<file path="config.mk">
export PLATFORM = sky130hd
export DESIGN_NAME = sha_logic_pipe
export DESIGN_NICKNAME = d
export VERILOG_FILES = /design/src/rtl/sha_logic_pipe.sv
export SDC_FILE = /design/constraint.sdc
export NUM_CORES = 1
export LEC_CHECK = 0
export ABC_AREA = 1
export BUFFER_PORTS_ARGS = -buffer_cell sky130_fd_sc_hd__buf_2
export CELL_PAD_IN_SITES_DETAIL_PLACEMENT = 1
export CELL_PAD_IN_SITES_GLOBAL_PLACEMENT = 1
export CORE_MARGIN = 2
export CORE_UTILIZATION = 43
export DETAILED_ROUTE_END_ITERATION = 6
export GPL_ROUTABILITY_DRIVEN = 0
export PLACE_DENSITY = 0.83
export SYNTH_ARGS = -nofsm -noshare
export SYNTH_HDL_FRONTEND = slang
export SYNTH_SLANG_ARGS = --single-unit
</file>
<file path="constraint.sdc">
create_clock -name clk -period 8.3 [get_ports clk]
set_input_delay 1.66 -clock clk [delete_from_list [all_inputs] [get_ports clk]]
set_output_delay 1.66 -clock clk [all_outputs]
set_load 0.01 [all_outputs]
</file>
<file path="src/rtl/sha_logic_pipe.sv">
// sha_logic_pipe
// Two-stage elastic bitwise logic unit for the SHA processor ALU. It sits
// between operand read and ALU writeback. It provides eight WIDTH-bit operations:
// AND, OR, XOR, NOT, SHA Ch, SHA Maj, rotate-right and logical shift-right.
//
// Ports
//   clk        clock, all state changes on the rising edge
//   rst        synchronous active-high reset, clears both stage valid bits
//   in_valid   upstream offers an operation
//   in_ready   unit accepts the operation this cycle
//   op         operation select (000 AND, 001 OR, 010 XOR, 011 NOT,
//              100 CH, 101 MAJ, 110 ROTR, 111 SHR)
//   a, b, c    operands (c used by CH/MAJ only)
//   shamt      rotate/shift amount (ROTR/SHR only)
//   out_valid  result available
//   out_ready  downstream accepts the result
//   result     operation result, registered
//   zero       result == 0, registered
//   parity     XOR-reduction of result, registered
module sha_logic_pipe #(
    parameter int  WIDTH = 32,
    localparam int SHW   = $clog2(WIDTH)
) (
    input  logic             clk,
    input  logic             rst,
    input  logic             in_valid,
    output logic             in_ready,
    input  logic [2:0]       op,
    input  logic [WIDTH-1:0] a,
    input  logic [WIDTH-1:0] b,
    input  logic [WIDTH-1:0] c,
    input  logic [SHW-1:0]   shamt,
    output logic             out_valid,
    input  logic             out_ready,
    output logic [WIDTH-1:0] result,
    output logic             zero,
    output logic             parity
);

    // WIDTH expressed in the shift-amount domain. One extra bit is kept so the
    // comparison against shamt is exact even when WIDTH is a power of two.
    localparam logic [SHW:0]   WIDTH_EXT = (SHW + 1)'(WIDTH);
    localparam logic [SHW-1:0] WIDTH_LO  = WIDTH_EXT[SHW-1:0];

    logic             s1_valid;
    logic [2:0]       s1_op;
    logic [WIDTH-1:0] s1_a;
    logic [WIDTH-1:0] s1_b;
    logic [WIDTH-1:0] s1_c;
    logic [SHW-1:0]   s1_shamt;
    logic             s2_valid;
    logic             s2_ready;
    logic             in_fire;
    logic             s1_move;
    logic [SHW-1:0]   rot_amt;
    logic [WIDTH-1:0] alu_res;

    // Handshake plumbing. S2 can take new data when it is empty or being
    // drained this cycle. S1 can take new data when it is empty or moving into
    // S2. in_ready is held low while reset is asserted, so nothing is sampled
    // during the reset cycle.
    always_comb begin
        s2_ready  = !s2_valid || out_ready;
        in_ready  = !rst && (!s1_valid || s2_ready);
        in_fire   = in_valid && in_ready;
        s1_move   = s1_valid && s2_ready;
        out_valid = s2_valid;
    end

    // The operation is evaluated from the S1 registers and captured into S2.
    // For ROTR the amount wraps modulo WIDTH. shamt is always below 2*WIDTH, so
    // one conditional subtraction is enough. Rotation takes the low half of
    // {a,a} shifted right. SHR relies on the shift operator zero-filling, so
    // amounts >= WIDTH naturally give 0.
    always_comb begin
        rot_amt = s1_shamt;
        if ({1'b0, s1_shamt} >= WIDTH_EXT) begin
            rot_amt = s1_shamt - WIDTH_LO;
        end
        alu_res = '0;
        case (s1_op)
            3'b000:  alu_res = s1_a & s1_b;
            3'b001:  alu_res = s1_a | s1_b;
            3'b010:  alu_res = s1_a ^ s1_b;
            3'b011:  alu_res = ~s1_a;
            3'b100:  alu_res = (s1_a & s1_b) ^ (~s1_a & s1_c);
            3'b101:  alu_res = (s1_a & s1_b) ^ (s1_a & s1_c) ^ (s1_b & s1_c);
            3'b110:  alu_res = WIDTH'({s1_a, s1_a} >> rot_amt);
            3'b111:  alu_res = s1_a >> s1_shamt;
            default: alu_res = '0;
        endcase
    end

    // S1 operand registers only load on an input transfer. s1_valid decides
    // whether their contents mean anything, so they need no reset.
    always_ff @(posedge clk) begin
        if (in_fire) begin
            s1_op    <= op;
            s1_a     <= a;
            s1_b     <= b;
            s1_c     <= c;
            s1_shamt <= shamt;
        end
    end

    // Valid bits and the S2 result registers. Reset discards anything in
    // flight. S1 refills on an input transfer, or empties when its contents
    // move on. S2 follows S1 whenever it can advance. The result registers
    // update only on an actual S1->S2 move, so they stay stable under
    // backpressure.
    always_ff @(posedge clk) begin
        if (rst) begin
            s1_valid <= 1'b0;
            s2_valid <= 1'b0;
            result   <= '0;
            zero     <= 1'b0;
            parity   <= 1'b0;
        end else begin
            if (in_fire) begin
                s1_valid <= 1'b1;
            end else if (s1_move) begin
                s1_valid <= 1'b0;
            end
            if (s2_ready) begin
                s2_valid <= s1_valid;
            end
            if (s1_move) begin
                result <= alu_res;
                zero   <= (alu_res == '0);
                parity <= ^alu_res;
            end
        end
    end

endmodule

</file>
Word-level counts from Yosys, hierarchy flattened
Cells that the tools add are included.

Bits in registers: 140. Word-level logic and storage cells: 44. Output and inout port bits: 36. Input bits: 108.

Reduce and logical (&&, ||, !) cells: 12. Bitwise logic cells: 10. Mux-type cells: 3. Eq/ne operators: 7. Shifts and indexed selects: 2.

Operators by type and width (count): 32-bit case mux with 8 select lines (1); 32-bit AND (4); 32-bit bitwise XOR (4); 64-bit by 5-bit right shift with 32-bit output (1); 32-bit zero test (1); 32-bit NOT (1); 32-bit OR (1); 32-bit XOR reduction (1); 32-bit by 5-bit right shift with 32-bit output (1); 3-bit equality test, second input constant (4); 3-bit by 2-bit equality test with 1-bit output, second input constant (2); 3-bit by 1-bit equality test with 1-bit output, second input constant (1); 1-bit logical AND (3); 1-bit zero test (3); 3-bit zero test (1); 1-bit logical OR (2); 1-bit 2-to-1 mux (2); 2-bit nonzero test (1).

Logic depth before layout (Yosys ltp)
Word-level depth: 6. Depth in mapped cells: 21. Gate-level depth less buffers: 19.

Worst setup path before layout
OpenSTA, ideal clock, no wires.

Path kind: input to register. Start: in rst. End: reg s1_shamt[0], in the netlist rot_amt[0] (enable). Data arrival time: 6.403 ns. Stages on the path: 4. Buffers on the path: 1. Path slack: 1.329 ns. Path through: inv_1 -> buf_1 -> nand2_1 -> nor2_1.

Word-level cells in the longest chain between the ends: 3.

RTL lines: start, declared (RTL line 25) `input logic rst,`; 1-bit zero test (RTL line 64) `in_ready = !rst && (!s1_valid || s2_ready);`; 1-bit logical AND (RTL line 64); 1-bit logical AND (RTL line 65) `in_fire = in_valid && in_ready;`; via in_fire (RTL line 53) `logic in_fire;`; end signal, assigned (RTL line 102) `s1_shamt <= shamt;`; end, declared (RTL line 50) `logic [SHW-1:0] s1_shamt;`.

The timed path passes the listed nets, and every way through them passes these cells. A chain may end at the register's enable or synchronous reset.

Final worst setup path
Start: in rst. End: out in_ready.

Word-level cells in the longest chain between the ends: 2.

RTL lines: 1-bit zero test (RTL line 64); 1-bit logical AND (RTL line 64); end, declared (RTL line 27) `output logic in_ready,`.

No other way between the ends.

==> reports/qor.yml <==
run_status:
  outcome: "completed"
die:
  fp.dieH_um: 158
  die-area_mm2: 0.0249
  coreArea_mm2: 0.0233
  start_util_pct: 43.6
  die_w_um: 158
  core.rowCount: 56
  ioPinCount: 144
clocking:
  postCtsSetupRepairBufs: 0
  cts_max_level: 4
  root_buffer: "clkbuf_16"
  clk_pin_slew_ns: 0.07
  cts_tree: "built"
  cts_max_path_buffers: 2
  cts_num_sinks: 140
  ctsHoldBuffers: 0
  clk_latency_ns: 0.44
  cts_buffers: 17
  cts_resized: 0
timing:
  tightest_slew_ns: 1.15
  rsz0062_at_grt: "no"
  fin_crit_sh_pct: 54.1
  maxSlewHeadroom_pct: 23.5
  fin_worst_skew_ns: 0.0112
  finalSetupViolCount: 0
  hold_viol_final: 0
  holdWs_ns: 0.486
  tns_ns: 0
  finalMaxSlewViolations: 0
  fin_crit_ns: 4.49
  fmax_ghz: 0.223
logic_synthesis:
  async_flop_share_pct: 0
  synth_cell_types: 32
  post-synth-top-area-cell: "edfxtp_1"
  synth_flop_cell: "edfxtp_1"
  synth_nets: 1573
  synth.cell_area_mm2: 0.0102
  synth_cells: 1385
  ys_seq_area_share_pct: 37.8
  synth_edf_count: 104
  yosysMostFrequentCell: "nand2_1"
  yosys_warnings: 0
  synthDominantCellAreaShare_pct: 30.7
  synth_area_per_cell_um2: 7.35
  synth_area_leaders: "edfxtp_1, nand2_1, nand3_1"
  synth_commonest_cells: "nand2_1, nand3_1, o21ai_0, edfxtp_1, inv_1"
  ys_ff_latch: 140
routing:
  vias: 10600
  wl_um: 36600
  via_per_inst: 5.80
  drt-pass1-iter-count: 5
  wl_per_cell_um: 20.1
  ant_nets: 0
  remaining_drc_errors: 0
  drt_iter0_drc: 754
worst_setup_path:
  end_kind: "output port"
  crit_slowest_cell: "inv_1"
  cp_max_fo: 33
  reg2reg_depth: 14
  cp_top_family: "buffers and inverters"
  critPathArrivalTime_ns: 2.83
  slowest_delay_ns: 0.58
  critPathRequiredTime_ns: 6.64
  startpoint_type: "input pin"
  cp_num_cells: 5
  path_class: "input pin to output port"
  path_cells: "buf_2 -> inv_1 -> nand2_1 -> inv_1 -> buf_2"
  critPathBufInv: 4
place:
  numPortBuffers: 143
  place_hpwl_um: 26700
cells_and_area:
  antenna_cells: 0
  syn_to_final_growth_pct: 15.1
  drive_gt1_share_pct: 14.3
  fillCellCount: 3019
  nets: 1682
grt:
  grt_pass1_vias: 10800
  grt_antenna_before_repair: 0
  grt_max_degree: 71
  grt_pass1_wl_um: 56400
  grt_overflow: 0
  gr-usage-all-layers_pct: 29.6
worst_hold_path:
  min_path_type: "flip-flop to flip-flop"
  worstHoldPathCells: 2
power:
  leakagePower_nw: 5.49
  p_per_area_mw_per_mm2: 176
  irDropWorstVdd_uv: 97.5
  p_total_mw: 2.06
run:
  drv_cap: 0
-- sequential cells by signal, indices dropped and copies added, names as in the netlist --
| register | cells |
|---|---|
| out_valid | 1 |
| parity | 1 |
| result | 32 |
| rot_amt | 5 |
| s1_a | 32 |
| s1_b | 32 |
| s1_c | 32 |
| s1_op | 3 |
| s1_valid | 1 |
| zero | 1 |
-- metrics by stage --
stage	worst slack [ns]	cells	instance area (um2)	util, %
after floorplan	1.33	1385	10200	-
after global placement	3.63	1794	11100	47.6
after detailed placement	3.51	1794	11100	47.6
after CTS	3.81	1826	11700	50.2
after global routing	3.68	1826	11700	50.2
final	3.81	1826	11700	50.2
-- cells in the final DEF (no fill, tap or decap), drive strengths merged, types with 2 or more instances in the layout --
| cell type | n |
|---|---|
| inv | 112 |
| dfxtp | 36 |
| buf | 156 |
| edfxtp | 104 |
| xor2 | 3 |
| clkbuf | 20 |
| a21oi | 87 |
| a31oi | 6 |
| nor2 | 58 |
| nand4 | 10 |
| nor3 | 8 |
| o211ai | 4 |
| nand3 | 260 |
| xnor2 | 12 |
| a2bb2oi | 2 |
| o2111ai | 19 |
| clkinv | 4 |
| o21ai | 115 |
| nand2 | 381 |
| a311oi | 2 |
| and3 | 2 |
| or2 | 21 |
| ha | 80 |
| nor4 | 2 |
-- worst min-delay path: stages, from the launching register on --
cell and delay [ns]:
dfxtp_1 0.32, nand2_1 0.07, a21oi_1 0.06
-- routing by layer --
metal / vias up / routed length (um) / track usage, %
li1: 4971 / - / -
met1: 5142 / 15300 / 36.8
met2: 387 / 17100 / 49.0
met3: 94 / 2680 / 6.30
met4: 0 / 1570 / 13.7
met5: - / 0 / 0
-- final cells by class --
class                           count  area (um2)  share of cell area (%)
Multi-Input combinational cell   1074        5650                    48.3
Sequential cell                   140        3840                    32.8
Timing Repair Buffer              156         813                    6.94
Clock buffer                       20         489                    4.18
Tap cell                          319         399                    3.41
Inverter                          105         394                    3.36
Clock inverter                     12         124                    1.06
-- worst paths after layout --
path               from  endpoint  slack [ns]
max                 rst  in_ready        3.81
max reg2reg  rot_amt[3]    parity        4.04
min reg2reg        zero      zero        0.49
min                zero      zero        0.49
-- cell families after synthesis --
| logic type | share of synthesized area (%) |
|---|---|
| adder cells (fa/ha/maj) | 9.84 |
| buffers and inverters | 6.75 |
| AO/OA/AOI/OAI | 12.7 |
| flip-flops | 37.8 |
| XOR/XNOR | 1.29 |
| AND/OR/NAND/NOR | 31.6 |
-- power breakdown --
part | switching [mW] | internal (mW) | leakage (nW)
logic | 0.270 | 0.158 | 3.91
clock network | 0.339 | 0.464 | 0.306
registers | 0.0367 | 0.794 | 1.27
total | 0.646 | 1.42 | 5.49
Power figures use the tool's default switching activity.
